==> config.mk <==
export PLATFORM = sky130hd
export DESIGN_NAME = ttlc_seq_flat
export DESIGN_NICKNAME = d
export VERILOG_FILES = /design/src/rtl/ttlc_seq_if.sv /design/src/rtl/ttlc_seq.sv /design/src/flat_wrapper.sv
export SDC_FILE = /design/constraint.sdc
export NUM_CORES = 1
export LEC_CHECK = 0
export ABC_CLOCK_PERIOD_IN_PS = 1950
export CAP_MARGIN = 20
export CORE_ASPECT_RATIO = 0.7
export CORE_MARGIN = 10
export CORE_UTILIZATION = 51
export DETAILED_ROUTE_END_ITERATION = 10
export GPL_TIMING_DRIVEN = 0
export PLACE_DENSITY_LB_ADDON = 0.2
export SYNTH_ARGS = -nofsm -noshare
export SYNTH_HDL_FRONTEND = slang
export SYNTH_SLANG_ARGS = --single-unit
==> constraint.sdc <==
create_clock -name clk -period 1.95 [get_ports clk]
set_clock_uncertainty 0.15 [all_clocks]
set_input_delay 0.39 -clock clk [delete_from_list [all_inputs] [get_ports clk]]
set_output_delay 0.39 -clock clk [all_outputs]
set_load 0.005 [all_outputs]
==> src/rtl/ttlc_seq_if.sv <==
`default_nettype none
// ============================================================================
// Module   : ttlc_seq_if
// Purpose  : Program-fetch, bit-I/O and status bundle of the ttlc_seq sequencer.
// Revision : 1.0
// ============================================================================
interface ttlc_seq_if;
  logic        run;
  logic        prog_req;
  logic [7:0]  prog_addr;
  logic        prog_ack;
  logic [11:0] prog_data;
  logic [7:0]  io_addr;
  logic        io_write;
  logic        io_wdata;
  logic        io_rdata;
  logic        rr_value;
  logic        flag_o;
  logic        flag_f;
  logic        jmp_flag;
  logic        rtn_flag;

  modport master (
    output run, prog_ack, prog_data, io_rdata,
    input  prog_req, prog_addr, io_addr, io_write, io_wdata, rr_value,
           flag_o, flag_f, jmp_flag, rtn_flag
  );

  modport slave (
    input  run, prog_ack, prog_data, io_rdata,
    output prog_req, prog_addr, io_addr, io_write, io_wdata, rr_value,
           flag_o, flag_f, jmp_flag, rtn_flag
  );
endinterface
`default_nettype wire

==> src/rtl/ttlc_seq.sv <==
`default_nettype none
// ============================================================================
// Module   : ttlc_seq
// Purpose  : IDLE/FETCH/EXEC sequencer for a 1-bit controller; defining
//            TTLC_SEQ_STACK_EN adds a JMP/RTN return stack.
// Revision : 1.0
// ============================================================================
module ttlc_seq #(
  parameter logic [7:0]  RESET_PC    = 8'h00,
  parameter int unsigned STACK_DEPTH = 4
) (
  input  wire logic clk,
  input  wire logic rst,
  ttlc_seq_if.slave bus_io
);

  if (STACK_DEPTH == 0) begin : g_depth_check
    $error("ttlc_seq: STACK_DEPTH must be at least 1");
  end

  localparam logic [3:0] OP_NOPO = 4'h0, OP_LD  = 4'h1, OP_LDC  = 4'h2, OP_AND = 4'h3,
                         OP_ANDC = 4'h4, OP_OR  = 4'h5, OP_ORC  = 4'h6, OP_XNOR = 4'h7,
                         OP_STO  = 4'h8, OP_STOC = 4'h9, OP_IEN = 4'hA, OP_OEN = 4'hB,
                         OP_JMP  = 4'hC, OP_RTN = 4'hD, OP_SKZ  = 4'hE, OP_NOPF = 4'hF;

  typedef enum logic [1:0] {
    S_IDLE  = 2'd0,
    S_FETCH = 2'd1,
    S_EXEC  = 2'd2
  } state_e;

  state_e      state_q;
  logic [7:0]  pc_q;
  logic [11:0] ir_q;
  logic        rr_q, ien_q, oen_q, skip_q;
  logic [7:0]  io_addr_q;
  logic        io_write_q, io_wdata_q;
  logic        flag_o_q, flag_f_q, jmp_flag_q, rtn_flag_q;

  logic [3:0]  fetch_op;
  logic [3:0]  exec_op;
  logic        data_eff;
  logic [7:0]  pc_inc;

`ifdef TTLC_SEQ_STACK_EN
  localparam int unsigned SP_W = $clog2(STACK_DEPTH + 1);
  logic [7:0]      stack_q [STACK_DEPTH];
  logic [SP_W-1:0] sp_q;
`endif

  assign fetch_op = bus_io.prog_data[11:8];
  assign exec_op  = ir_q[11:8];
  assign data_eff = bus_io.io_rdata & ien_q;
  assign pc_inc   = pc_q + 8'd1;

  always_ff @(posedge clk or posedge rst) begin
    if (rst) begin
      state_q    <= S_IDLE;
      pc_q       <= RESET_PC;
      ir_q       <= '0;
      rr_q       <= 1'b0;
      ien_q      <= 1'b1;
      oen_q      <= 1'b1;
      skip_q     <= 1'b0;
      io_addr_q  <= '0;
      io_write_q <= 1'b0;
      io_wdata_q <= 1'b0;
      flag_o_q   <= 1'b0;
      flag_f_q   <= 1'b0;
      jmp_flag_q <= 1'b0;
      rtn_flag_q <= 1'b0;
`ifdef TTLC_SEQ_STACK_EN
      sp_q       <= '0;
      for (int i = 0; i < int'(STACK_DEPTH); i++) stack_q[i] <= '0;
`endif
    end else begin
      case (state_q)
        S_IDLE: begin
          if (bus_io.run) state_q <= S_FETCH;
        end
        S_FETCH: begin
          // Execute-cycle outputs are decoded here so they are registered for EXEC.
          if (bus_io.prog_ack) begin
            state_q   <= S_EXEC;
            ir_q      <= bus_io.prog_data;
            io_addr_q <= bus_io.prog_data[7:0];
            if (!skip_q) begin
              io_write_q <= oen_q & ((fetch_op == OP_STO) | (fetch_op == OP_STOC));
              io_wdata_q <= (fetch_op == OP_STOC) ? ~rr_q :
                            (fetch_op == OP_STO)  ?  rr_q : 1'b0;
              flag_o_q   <= (fetch_op == OP_NOPO);
              flag_f_q   <= (fetch_op == OP_NOPF);
              jmp_flag_q <= (fetch_op == OP_JMP);
              rtn_flag_q <= (fetch_op == OP_RTN);
            end
          end
        end
        S_EXEC: begin
          io_addr_q  <= '0;
          io_write_q <= 1'b0;
          io_wdata_q <= 1'b0;
          flag_o_q   <= 1'b0;
          flag_f_q   <= 1'b0;
          jmp_flag_q <= 1'b0;
          rtn_flag_q <= 1'b0;
          pc_q       <= pc_inc;
          skip_q     <= 1'b0;
          state_q    <= bus_io.run ? S_FETCH : S_IDLE;
          if (!skip_q) begin
            case (exec_op)
              OP_LD:   rr_q  <= data_eff;
              OP_LDC:  rr_q  <= ~data_eff;
              OP_AND:  rr_q  <= rr_q & data_eff;
              OP_ANDC: rr_q  <= rr_q & ~data_eff;
              OP_OR:   rr_q  <= rr_q | data_eff;
              OP_ORC:  rr_q  <= rr_q | ~data_eff;
              OP_XNOR: rr_q  <= ~(rr_q ^ data_eff);
              OP_IEN:  ien_q <= data_eff;
              OP_OEN:  oen_q <= data_eff;
              OP_JMP: begin
                pc_q <= ir_q[7:0];
`ifdef TTLC_SEQ_STACK_EN
                // Push shifts toward the bottom; a full stack loses its oldest entry.
                for (int i = int'(STACK_DEPTH) - 1; i > 0; i--) stack_q[i] <= stack_q[i-1];
                stack_q[0] <= pc_inc;
                if (sp_q != SP_W'(STACK_DEPTH)) sp_q <= sp_q + SP_W'(1);
`endif
              end
              OP_RTN: begin
`ifdef TTLC_SEQ_STACK_EN
                if (sp_q != '0) begin
                  pc_q <= stack_q[0];
                  for (int i = 0; i < int'(STACK_DEPTH) - 1; i++) stack_q[i] <= stack_q[i+1];
                  stack_q[STACK_DEPTH-1] <= '0;
                  sp_q <= sp_q - SP_W'(1);
                end else begin
                  skip_q <= 1'b1;
                end
`else
                skip_q <= 1'b1;
`endif
              end
              OP_SKZ:  if (!rr_q) skip_q <= 1'b1;
              default: ;
            endcase
          end
        end
        default: state_q <= S_IDLE;
      endcase
    end
  end

  assign bus_io.prog_req  = (state_q == S_FETCH);
  assign bus_io.prog_addr = pc_q;
  assign bus_io.io_addr   = io_addr_q;
  assign bus_io.io_write  = io_write_q;
  assign bus_io.io_wdata  = io_wdata_q;
  assign bus_io.rr_value  = rr_q;
  assign bus_io.flag_o    = flag_o_q;
  assign bus_io.flag_f    = flag_f_q;
  assign bus_io.jmp_flag  = jmp_flag_q;
  assign bus_io.rtn_flag  = rtn_flag_q;

endmodule
`default_nettype wire
==> src/flat_wrapper.sv <==
// flat-port wrapper written by rule: the top's interface ports become plain ports
module ttlc_seq_flat 
#(
  parameter logic [7:0]  RESET_PC    = 8'h00,
  parameter int unsigned STACK_DEPTH = 4
)
  (clk, rst, bus_io_run, bus_io_prog_ack, bus_io_prog_data, bus_io_io_rdata, bus_io_prog_req, bus_io_prog_addr, bus_io_io_addr, bus_io_io_write, bus_io_io_wdata, bus_io_rr_value, bus_io_flag_o, bus_io_flag_f, bus_io_jmp_flag, bus_io_rtn_flag);
  ttlc_seq_if bus_io_i ();
  input  wire logic clk;
  input  wire logic rst;
  input wire logic [$bits(bus_io_i.run)-1:0] bus_io_run;
  input wire logic [$bits(bus_io_i.prog_ack)-1:0] bus_io_prog_ack;
  input wire logic [$bits(bus_io_i.prog_data)-1:0] bus_io_prog_data;
  input wire logic [$bits(bus_io_i.io_rdata)-1:0] bus_io_io_rdata;
  output wire logic [$bits(bus_io_i.prog_req)-1:0] bus_io_prog_req;
  output wire logic [$bits(bus_io_i.prog_addr)-1:0] bus_io_prog_addr;
  output wire logic [$bits(bus_io_i.io_addr)-1:0] bus_io_io_addr;
  output wire logic [$bits(bus_io_i.io_write)-1:0] bus_io_io_write;
  output wire logic [$bits(bus_io_i.io_wdata)-1:0] bus_io_io_wdata;
  output wire logic [$bits(bus_io_i.rr_value)-1:0] bus_io_rr_value;
  output wire logic [$bits(bus_io_i.flag_o)-1:0] bus_io_flag_o;
  output wire logic [$bits(bus_io_i.flag_f)-1:0] bus_io_flag_f;
  output wire logic [$bits(bus_io_i.jmp_flag)-1:0] bus_io_jmp_flag;
  output wire logic [$bits(bus_io_i.rtn_flag)-1:0] bus_io_rtn_flag;
  assign bus_io_i.run = bus_io_run;
  assign bus_io_i.prog_ack = bus_io_prog_ack;
  assign bus_io_i.prog_data = bus_io_prog_data;
  assign bus_io_i.io_rdata = bus_io_io_rdata;
  assign bus_io_prog_req = bus_io_i.prog_req;
  assign bus_io_prog_addr = bus_io_i.prog_addr;
  assign bus_io_io_addr = bus_io_i.io_addr;
  assign bus_io_io_write = bus_io_i.io_write;
  assign bus_io_io_wdata = bus_io_i.io_wdata;
  assign bus_io_rr_value = bus_io_i.rr_value;
  assign bus_io_flag_o = bus_io_i.flag_o;
  assign bus_io_flag_f = bus_io_i.flag_f;
  assign bus_io_jmp_flag = bus_io_i.jmp_flag;
  assign bus_io_rtn_flag = bus_io_i.rtn_flag;
  ttlc_seq #(.RESET_PC(RESET_PC), .STACK_DEPTH(STACK_DEPTH)) u_core (.clk(clk), .rst(rst), .bus_io(bus_io_i));
endmodule
==> results of run 1 <==
==> layout by cell type (no fill, tap or decap), drive strengths merged, types with 2 or more instances in the layout <==
cell,n
dfrtp,38
mux2,15
a22oi,2
clkdlybuf4s50,39
nand3,5
buf,7
nor2,5
o31ai,2
a22o,3
nand2,24
inv,12
and3,7
nand3b,2
mux2i,3
a31oi,3
o21ai,22
dfstp,2
nor2b,6
ha,6
clkbuf,12
nor3b,2
nand2b,10
a21oi,2
==> stage by stage <==
stage / total power, mW / setup TNS [ns] / cell area (um2)
after floorplan: 2.53 / 0 / 2050
after global placement: 3.25 / -16.57 / 2520
after detailed placement: 3.30 / -1.87 / 2520
after CTS: 3.96 / 0 / 2650
after global routing: 4.31 / -0.00936 / 2680
final: 3.98 / 0 / 2680
==> flip-flops by register name, indices dropped and copies added, names as in the netlist, 2 cells and up <==
name                     flops
u_core.ir_q                 12
u_core.bus_io.io_addr        8
u_core.bus_io.prog_addr      8
u_core.state_q               2
==> cells by family after synthesis <==
| family | after synthesis |
|---|---|
| buffers and inverters | 20 |
| AOI/OAI and AO/OA | 40 |
| xor gates and xnor gates | 1 |
| DFF | 40 |
| and+or+nand+nor | 72 |
| adders and majority gates | 6 |
| muxes | 18 |
==> what timing repair did <==
| action | 4_1_cts | 5_1_grt |
|---|---|---|
| endpoints found under the hold margin | 0 | 0 |
| gates resized for setup | 7 | 7 |
| gates cloned | 0 | 0 |
| setup endpoints to repair | 10 | 11 |
| pin swaps | 0 | 1 |
| hold buffers | 0 | 0 |
| setup buffers | 2 | 1 |
==> area by class of cell <==
class / instances / area (um2)
Timing Repair Buffer: 43 / 434
Multi-Input combinational cell: 137 / 971
Clock buffer: 8 / 100
Buffer: 8 / 53.8
Fill cell: 318 / 1220
Tap cell: 52 / 65.1
Sequential cell: 40 / 1010
Inverter: 12 / 45.0
==> worst min-delay path by stage <==
stage | slack [ns] | depth (start not counted) | end | startpoint
2_1_floorplan | 0.28 | 2 | u_core.ien_q | u_core.ien_q
3_3_place_gp | 0.29 | 2 | u_core.ien_q | u_core.ien_q
3_5_place_dp | 0.30 | 2 | u_core.ien_q | u_core.ien_q
4_1_cts | 0.31 | 2 | u_core.ien_q | u_core.ien_q
5_1_grt | 0.35 | 2 | u_core.ien_q | u_core.ien_q
6_report | 0.30 | 2 | u_core.ien_q | u_core.ien_q
==> layer usage <==
metal | GRT usage | share of wire | wire length, um | up-vias
met1 | 0.202 | 0.48 | 2350 | 779
met2 | 0.196 | 0.44 | 2120 | 35
met3 | 0.0606 | 0.078 | 377 | 2
met4 | 0.0261 | 0.0025 | 12 | 0
met5 | 0 | 0 | 0 | -
li1 | - | - | - | 794
==> power breakdown <==
part / switching [mW] / total, mW / internal, mW
clock: 0.279 / 0.602 / 0.323
combinational: 0.831 / 1.81 / 0.975
sequential: 0.371 / 1.58 / 1.20
total: 1.48 / 3.98 / 2.50
==> worst min-delay path, stage by stage, from the launching register on <==
cell and delay (ns):
dfstp_2 0.37, inv_1 0.04, a31oi_1 0.04
==> run summary, run 1 <==
The first global-routing pass estimated 7.89 mm of wire. The routability congestion estimate is 0.816. The critical path runs through a total of 5 cells. STA puts the critical path data required time at 1.98 ns. The post-synthesis cell count is 197. Sorting the synthesized cells by area gives the leading types as dfrtp_1, mux2_1, o21ai_1.

Timing analysis after detailed placement gives a worst setup slack of -0.219 ns. The total number of yosys warnings came out at 0. The area share of the leading cell type in the synthesized netlist is 0.463. The number of non-filler instances in the completed layout came out at 300. The largest net degree at the start of global routing is 41.

Together, buffers and inverters on the worst path number 1. The die boundary height came out at 73.1 um. The count of buffers from port buffering came out at 40.

The count of antenna-violating nets left after detailed routing came out at 0. Across all setup checks in the final design, the least slack found is 0.0674 ns. The placeable core area is 3900 um2. In the routed design, unresolved DRC markers number 0. The actual transition at the worst max-transition pin is 0.824 ns. The fraction of the mapped netlist area in adder cells is 0.0366.

After the first detailed-routing iteration, the DRC count stood at 117. Setup violations remaining at the end of the flow were counted as 0. The largest single stage delay on the critical path is 0.46 ns. The count of max-cap constraint violations came out at 0. The signal on the critical path passes through nand3b_2 -> nor3_4 -> buf_12 -> mux2_1 -> a22o_1.

The run finished with clean final reports. The most instantiated library cell after synthesis is dfrtp_1. The H-tree generated during clock tree synthesis spans 2 levels. The half-perimeter wire length after placement came out at 3.56 mm. The clock latency on the worst-skew pair is 0.29 ns. In this run the clock root is driven by a clkbuf_8.

The startpoint identified for the worst register-to-register timing path is u_core.skip_q. The worst setup path is of the flip-flop to flip-flop kind. The largest fanout on the critical path is 8. The die is 95.8 um wide. In the final layout, the share of cells above drive strength 1 is 0.137. The total congestion overflow is 0. The clock tree from TritonCTS is yes. The number of global-route vias before repair is 1580.

The number of max-slew violations in the final report was 0. For this block, the via count after detailed routing is 1610. The number of antenna violations at the first check in global routing is 0. The antenna cell count came out at 0.

The total die area came out at 7000 um2. The TritonCTS buffer count came out at 5. The fraction of the core area covered by cells at the end of the flow came out at 0.686. The worst setup path is captured at a flip-flop. The worst setup path endpoint is u_core.bus_io.prog_addr[3]. The synthesized design contains 0 enable-type register cells. In this run the power density over the cells is 1490 nW/um2. The number of different library cells used by synthesis comes to 48.

For this configuration, the core starts out at a cell density of 0.526. The cell taking the most area after synthesis is dfrtp_1. The critical path starts at u_core.skip_q. The arrival time at the worst endpoint came out at 1.92 ns. The static leakage is 1.17 nW. The area fraction in compound gates after synthesis came out at 0.127. For this block, the routed nets add up to 4.85 mm of wire.

The first TritonRoute pass finished after 4 iterations. The count of standard-cell rows came out at 19. The clock period minus final worst setup slack is 1.88 ns.

The hold violation total from the final report came out at 0. The post-synthesis share of cell area spent on and, or, nand and nor gates is 0.201. Dividing the final minimum period by the clock period gives 0.965. The area growth from synthesis to layout is 30.4%. The number of nets produced by synthesis came out at 220. The via-per-instance ratio is 5.37. The tightest slew margin relative to the limit came out at 0.450.

The cell count after placement came out at 289. The maximum frequency from static timing analysis is 531 MHz. In this run, synthesis produced a sequential element count of 40.

The highest ir drop seen on vdd is 0.849 mV. The cell area after synthesis is 2050 um2. By area, the combinational part of the netlist is dominated by simple AND/OR/NAND/NOR gates.

The largest buffer count on any clock path is 2. The fraction of synthesized area in multiplexers came out at 0.0970. The number of I/O pins is 41. The element type at the critical path start is a flip-flop. The setup slack of the worst register-to-register path came out at 0.07 ns.

Averaged over all synthesized cells, the footprint is 10.4 um2. The worst register-to-register path has a depth of 5. On the critical path the largest part of the delay comes from simple AND/OR/NAND/NOR gates. The clock transition at the registers of the reported paths is 0.08 ns. The worst register-to-register path ends at u_core.bus_io.prog_addr[3]. The detail-routed net length per standard cell is 16.2 um.

Ranked by instance count, the synthesized netlist is headed by dfrtp_1, nand2_1, o21ai_1. In the final design database the tool counted 270 nets. The proportion of register bits with asynchronous set or reset after synthesis is 1.00. Of the total synthesized cell area, the portion taken by XOR and XNOR cells is 0.00427. Hold timing on the final database bottoms out at a slack of 0.302 ns. The type of the worst min-delay path is flip-flop to flip-flop. The largest individual stage delay along the critical path comes from the cell dfrtp_1. Of the synthesized area, sequential elements account for 0.489. The total number of clock tree sinks is 40. The most frequently used flop master after synthesis is dfrtp_1. The total track usage came out at 0.142.
(Power assumes the default switching activity.)
==> inputs of run 2 (changes only) <==
GPL_ROUTABILITY_DRIVEN = 1   (was unset)
TNS_END_PERCENT = 10   (was unset)
==> run summary, run 2 (synthesis results as in run 1) <==
The run finished with clean final reports. u_core.ir_q holds more flip-flops than any other register. The total congestion overflow is 0 (unchanged). The static leakage is 1.16 nW (-0.72%).

The detail-routed net length per standard cell came out at 16.1 um (-0.62%). The clock network fraction of design power is 0.154 (+0.003). The final period utilization is 0.979 (+0.0139).

TritonCTS built the clock tree. The clock transition at the registers of the reported paths is 0.07 ns (about the same). The fraction of the core area covered by cells at the end of the flow is 0.680 (-0.00642).

The TritonCTS buffer count was 5 (unchanged). The total die area came out at 7000 um2 (unchanged). The worst flop-to-flop path startpoint is u_core.state_q[1].

The antenna cell count is 0 (unchanged). The number of I/O pins is 41 (unchanged). The die boundary height came out at 73.1 um (unchanged).

The total detailed-routing wirelength is 4.81 mm (-0.95%). Setup repair after global routing could not meet its margin everywhere. The count of max-cap constraint violations is 0 (unchanged).

The actual transition at the worst max-transition pin is 0.823 ns (-0.00180 ns). The largest buffer count on any clock path came out at 2 (unchanged). The proportion of layout cells with a drive suffix above 1 came to 0.121 (-0.0156). The top cell types in the final layout, fill and taps aside, are clkdlybuf4s50_1, dfrtp_1, nand2_1. The setup slack of the worst register-to-register path is 0.04 ns (-0.03 ns). The starting density of the core came out at 0.526 (unchanged).

The via-per-instance ratio is 5.37 (+0.15%). The final layout net count is 269 (-0.37%). STA classifies the critical path endpoint as a flip-flop. The number of non-filler instances in the completed layout is 299 (-0.33%). The power density of the placed cells is 1490 nW/um2 (-0.22%). The die width came out at 95.8 um (unchanged). The count of unresolved DRC violations after routing was 0 (unchanged).

The total design power was 3.94 mW (-1.2%). The type of the worst min-delay path is flip-flop to flip-flop. The worst setup path is launched from a flip-flop.

The clock latency on the worst-skew pair is 0.29 ns (about the same). The cell count of the worst reg-to-reg path came out at 6 (+1). The setup slack of the critical path after layout is 0.0403 ns (-0.0271 ns). The total of endpoints with negative setup slack in the final report came to 0 (unchanged). The library cell used most frequently in the layout, excluding fill and tap cells, is clkdlybuf4s50_1. The number of antenna violations at the first check in global routing is 0 (unchanged). The arrival time at the worst endpoint was 1.97 ns (+0.05 ns). The clock period minus final worst setup slack came out at 1.91 ns (+0.0271 ns).

The total track usage is 0.142 (unchanged). The part of the power in combinational logic came out at 0.447 (-0.006). The internal portion of total power is 2.46 mW (-1.6%). The detailed-routing iteration count for the pre-antenna-repair pass came out at 4 (unchanged). The pre-CTS setup slack was -0.219 ns (unchanged). The cell count after placement is 289 (unchanged). In this run the critical register-to-register path is captured at u_core.bus_io.flag_f. The maximum frequency from static timing analysis is 524 MHz (-1.4%). The largest fanout on the critical path is 7 (-1). The global-route wire length before repair was 7.89 mm (unchanged). The half-perimeter wire length after placement was 3.56 mm (unchanged). The post-route standard cell area excluding fillers was 2650 um2 (-0.94%). The instance area at placement came out at 2520 um2 (unchanged). The register share of total power came out at 0.399 (+0.004).

Tracing the worst setup path back leads to its startpoint at u_core.state_q[1]. The area growth from synthesis to layout is 29.2%. The violation count after the first detailed-routing iteration is 139 (+19%).

The tightest slew margin relative to the limit is 0.451 (+0.00120). The worst path required time came to 2.01 ns (+0.03 ns). The switching portion of total power is 0.375 (+0.00282). The flip-flop count of the largest register, all copies and words added is 12 (unchanged). The fill cell instance count of the final layout is 324 (+1.9%).

The placeable core area came out at 3900 um2 (unchanged). Following the worst setup path forward leads to its endpoint at u_core.bus_io.flag_f. The count of antenna-violating nets left after detailed routing is 0 (unchanged).

The largest net degree at the start of global routing is 41 (unchanged). The count of standard-cell rows is 19 (unchanged). Clock tree synthesis selected as its root buffer the cell clkbuf_8.

The worst setup path is of the flip-flop to flip-flop kind. The number of H-tree levels came to 2 (unchanged). The count of buffers from port buffering came to 40 (unchanged). The number of global-route vias before repair is 1580 (unchanged). The number of max-slew violations in the final report was 0 (unchanged). The hold violation total from the final report is 0 (unchanged). The total number of clock tree sinks was 40 (unchanged). The highest ir drop seen on vdd is 0.850 mV (+0.18%).

The number of hold buffers added after CTS is 0 (unchanged). The routability congestion estimate is 0.816 (unchanged). The detailed-route via count is 1607 (-0.19%). The net switching power was 1.48 mW (-0.40%).
-- run 2: critical path, cell delays in order, from the launching register on --
cell,delay [ns]
dfrtp_1,0.40
buf_4,0.15
ha_1,0.27
nor2b_1,0.25
nand2_1,0.11
or3_1,0.34
o21ai_1,0.17
-- run 2: power by group through the flow --
stage | combinational (mW) | clock, mW | sequential (mW)
final | 1.76 | 0.605 | 1.57
after detailed placement | 1.73 | 0 | 1.57
after floorplan | 1.04 | 0 | 1.49
after CTS | 1.78 | 0.616 | 1.56
after global routing | 1.96 | 0.660 | 1.63
after global placement | 1.69 | 0 | 1.55
-- run 2: cell type report --
cell class / instances / area, um2 / share of cell area
buffer: 8 / 52.6 / 0.0198
clock buffer: 8 / 100 / 0.0378
inverter: 12 / 45.0 / 0.0170
multi-input combinational: 137 / 968 / 0.365
sequential: 40 / 1010 / 0.379
tap: 52 / 65.1 / 0.0245
timing repair buffer: 42 / 414 / 0.156
-- run 2: what timing repair did --
action,in CTS,in global routing
gates resized for setup,6,3
setup buffers,2,0
endpoints found under the hold margin,0,0
setup endpoints to repair,10,17
-- run 2: per-stage QoR --
stage / hold WS (ns) / TNS [ns]
2_1_floorplan: 0.276 / 0
3_3_place_gp: 0.287 / -16.57
3_5_place_dp: 0.298 / -1.87
4_1_cts: 0.306 / 0
5_1_grt: 0.347 / -0.158
6_report: 0.304 / 0
-- run 2: layer usage --
layer,vias to the layer above,GRT usage,part of all wire
met3,2,0.0606,0.082
met5,-,0,0
met2,42,0.196,0.43
met1,768,0.202,0.48
li1,795,-,-
met4,0,0.0261,0.0025
-- run 2: worst min-delay path by stage --
stage / start / end / slack [ns] / cells after the start
2_1_floorplan: u_core.ien_q / u_core.ien_q / 0.28 / 2
3_3_place_gp: u_core.ien_q / u_core.ien_q / 0.29 / 2
3_5_place_dp: u_core.ien_q / u_core.ien_q / 0.30 / 2
4_1_cts: u_core.ien_q / u_core.ien_q / 0.31 / 2
5_1_grt: u_core.ien_q / u_core.ien_q / 0.35 / 2
6_report: u_core.ien_q / u_core.ien_q / 0.30 / 2
==> inputs of run 3 (changes only) <==
CAP_MARGIN = 25   (was 20)
CORE_UTILIZATION = 30   (was 51)
SKIP_CTS_REPAIR_TIMING = 1   (was unset)
==> run summary, run 3 (synthesis results as in run 1) <==
The run finished with clean final reports. The count of antenna-violating nets left after detailed routing is 0 (unchanged). The largest buffer count on any clock path came out at 2 (unchanged). The starting density of the core is 0.307 (-0.220). The arrival time at the worst endpoint came out at 1.34 ns (-0.63 ns). The area growth from synthesis to layout came out at 32.7%. The element type at the critical path start is a flip-flop.

The die boundary height was 89.2 um (+22%). The hold violation total from the final report is 0 (unchanged). The clock latency on the worst-skew pair is 0.29 ns (about the same).

The half-perimeter wire length after placement is 3.84 mm (+7.9%). The proportion of layout cells with a drive suffix above 1 came out at 0.126 (+0.00405). The detailed-routing iteration count for the pre-antenna-repair pass is 4 (unchanged). The clock transition at the registers of the reported paths came out at 0.09 ns (+0.02 ns). The total die area came out at 10600 um2 (+51%). The kind of end point of the critical path is an output pin. The count of buffers from port buffering is 40 (unchanged). The final layout net count is 269 (unchanged). The total track usage is 0.0991 (-0.0434). The number of max-slew violations in the final report came out at 0 (unchanged).

The number of H-tree levels came out at 2 (unchanged). The detailed-route via count is 1597 (-0.62%). The post-route standard cell area excluding fillers is 2720 um2 (+2.7%).

The count of unresolved DRC violations after routing came out at 0 (unchanged). The tree is rooted in a clkbuf_8. The fill cell instance count of the final layout is 700 (+120%).

The total negative slack came out at 0 ns (unchanged). The register area is 1000 um2 (-0.12%). The type of the worst min-delay path is input pin to asynchronous set/reset pin. Among all stages on the critical path, the largest delay is contributed by clkdlybuf4s50_1. The largest fanout on the critical path is 7 (unchanged). The instance area at placement is 2590 um2 (+2.9%).

The worst path buffer plus inverter count is 1 (unchanged). In the layout the commonest cells are clkdlybuf4s50_1, dfrtp_1, nand2_1. The detail-routed net length per standard cell is 14.9 um (-7.5%). The count of standard-cell rows is 25 (+6).

The routability congestion estimate came out at 0.731 (-10%). The tightest slew margin relative to the limit is 0.741 (+0.290). The critical path is of the flip-flop to output pin type. The clock period minus final worst setup slack is 1.88 ns (-0.0291 ns). The worst setup path startpoint is u_core.bus_io.rr_value. The total detailed-routing wirelength came to 5.07 mm (+5.5%). The total congestion overflow was 0 (unchanged). The delay of the slowest critical-path stage was 0.56 ns (+0.16 ns).

Walking the worst path, the cells encountered are clkdlybuf4s50_1. The placeable core area came out at 6690 um2 (+72%). Setup repair after global routing could not meet its margin everywhere. The total of endpoints with negative setup slack in the final report came out at 0 (unchanged). The number of antenna violations at the first check in global routing is 0 (unchanged). The cell class contributing the biggest share of worst-path delay is buffers and inverters. The worst path required time came out at 1.41 ns (-0.60 ns). The largest net degree at the start of global routing came out at 32 (-22%). The power density of the placed cells is 1470 nW/um2 (-1.3%).

The clock tree from TritonCTS is yes. The highest ir drop seen on vdd came out at 0.417 mV (-51%). The die width was 119 um (+24%).

The via-per-instance ratio is 4.68 (-13%). The count of max-cap constraint violations is 0 (unchanged). The TritonCTS buffer count came out at 5 (unchanged). The static leakage came to 1.18 nW (+1.3%). Leaving out fill and tap cells, the most frequent cell in the layout is clkdlybuf4s50_1.

The violation count after the first detailed-routing iteration is 77 (-45%). The total number of clock tree sinks came out at 40 (unchanged). The global-route wire length before repair came out at 8.36 mm (+5.9%). The flip-flop count of the largest register, all copies and words added came out at 12 (unchanged). u_core.ir_q holds more flip-flops than any other register.

The number of I/O pins came out at 41 (unchanged). The final period utilization is 0.964 (-0.0149). The antenna cell count came out at 0 (unchanged). The maximum frequency from static timing analysis came to 532 MHz (+1.5%).

The number of global-route vias before repair is 1569 (-0.70%). The multi-input combinational cell area is 961 um2 (-0.78%). The actual transition at the worst max-transition pin was 0.388 ns (-0.435 ns). The worst register-to-register path begins at u_core.skip_q.
run 3: power breakdown:
| part | switching, mW | internal, mW | leakage [nW] |
|---|---|---|---|
| combinational | 0.809 | 0.930 | 0.633 |
| sequential | 0.363 | 1.20 | 0.492 |
| clock | 0.312 | 0.379 | 0.0541 |
| total | 1.48 | 2.51 | 1.18 |
run 3: layout make-up:
cell class,count,share of cell area
Clock buffer,5,0.0253
Inverter,12,0.0165
Multi-Input combinational cell,137,0.353
Sequential cell,40,0.369
Timing Repair Buffer,42,0.158
Tap cell,94,0.0432
Buffer,8,0.0193
Clock inverter,3,0.0156
run 3: worst paths after layout:
| check | cells after the start | slack, ns | endpoint |
|---|---|---|---|
| setup / recovery | 1 | 0.07 | bus_io_rr_value |
| max in group asynchronous | 3 | 0.95 | u_core.ien_q |
| setup reg to reg | 4 | 0.12 | u_core.bus_io.prog_addr[3] |
| hold reg to reg | 2 | 0.31 | u_core.ien_q |
| min in group clk | 2 | 0.31 | u_core.ien_q |
| hold / removal | 2 | 0.18 | u_core.bus_io.prog_addr[2] |
run 3: through the flow:
step / setup slack, ns / hold slack (ns) / util / power (mW) / cells
after floorplan: 0.188 / 0.276 / - / 2.53 / 197
after global placement: -0.519 / 0.287 / 0.384 / 3.29 / 331
after detailed placement: -0.261 / 0.296 / 0.387 / 3.32 / 332
after CTS: -0.207 / 0.186 / 0.404 / 4.04 / 340
after global routing: -0.0667 / 0.197 / 0.407 / 4.34 / 341
final: 0.0694 / 0.182 / 0.407 / 3.99 / 341
run 3: metal layers:
metal	vias to the layer above	wire length (um)	track usage
li1	793	-	-
met1	768	2700	0.139
met2	31	2040	0.137
met3	5	253	0.0309
met4	0	75	0.0398
met5	-	0	0
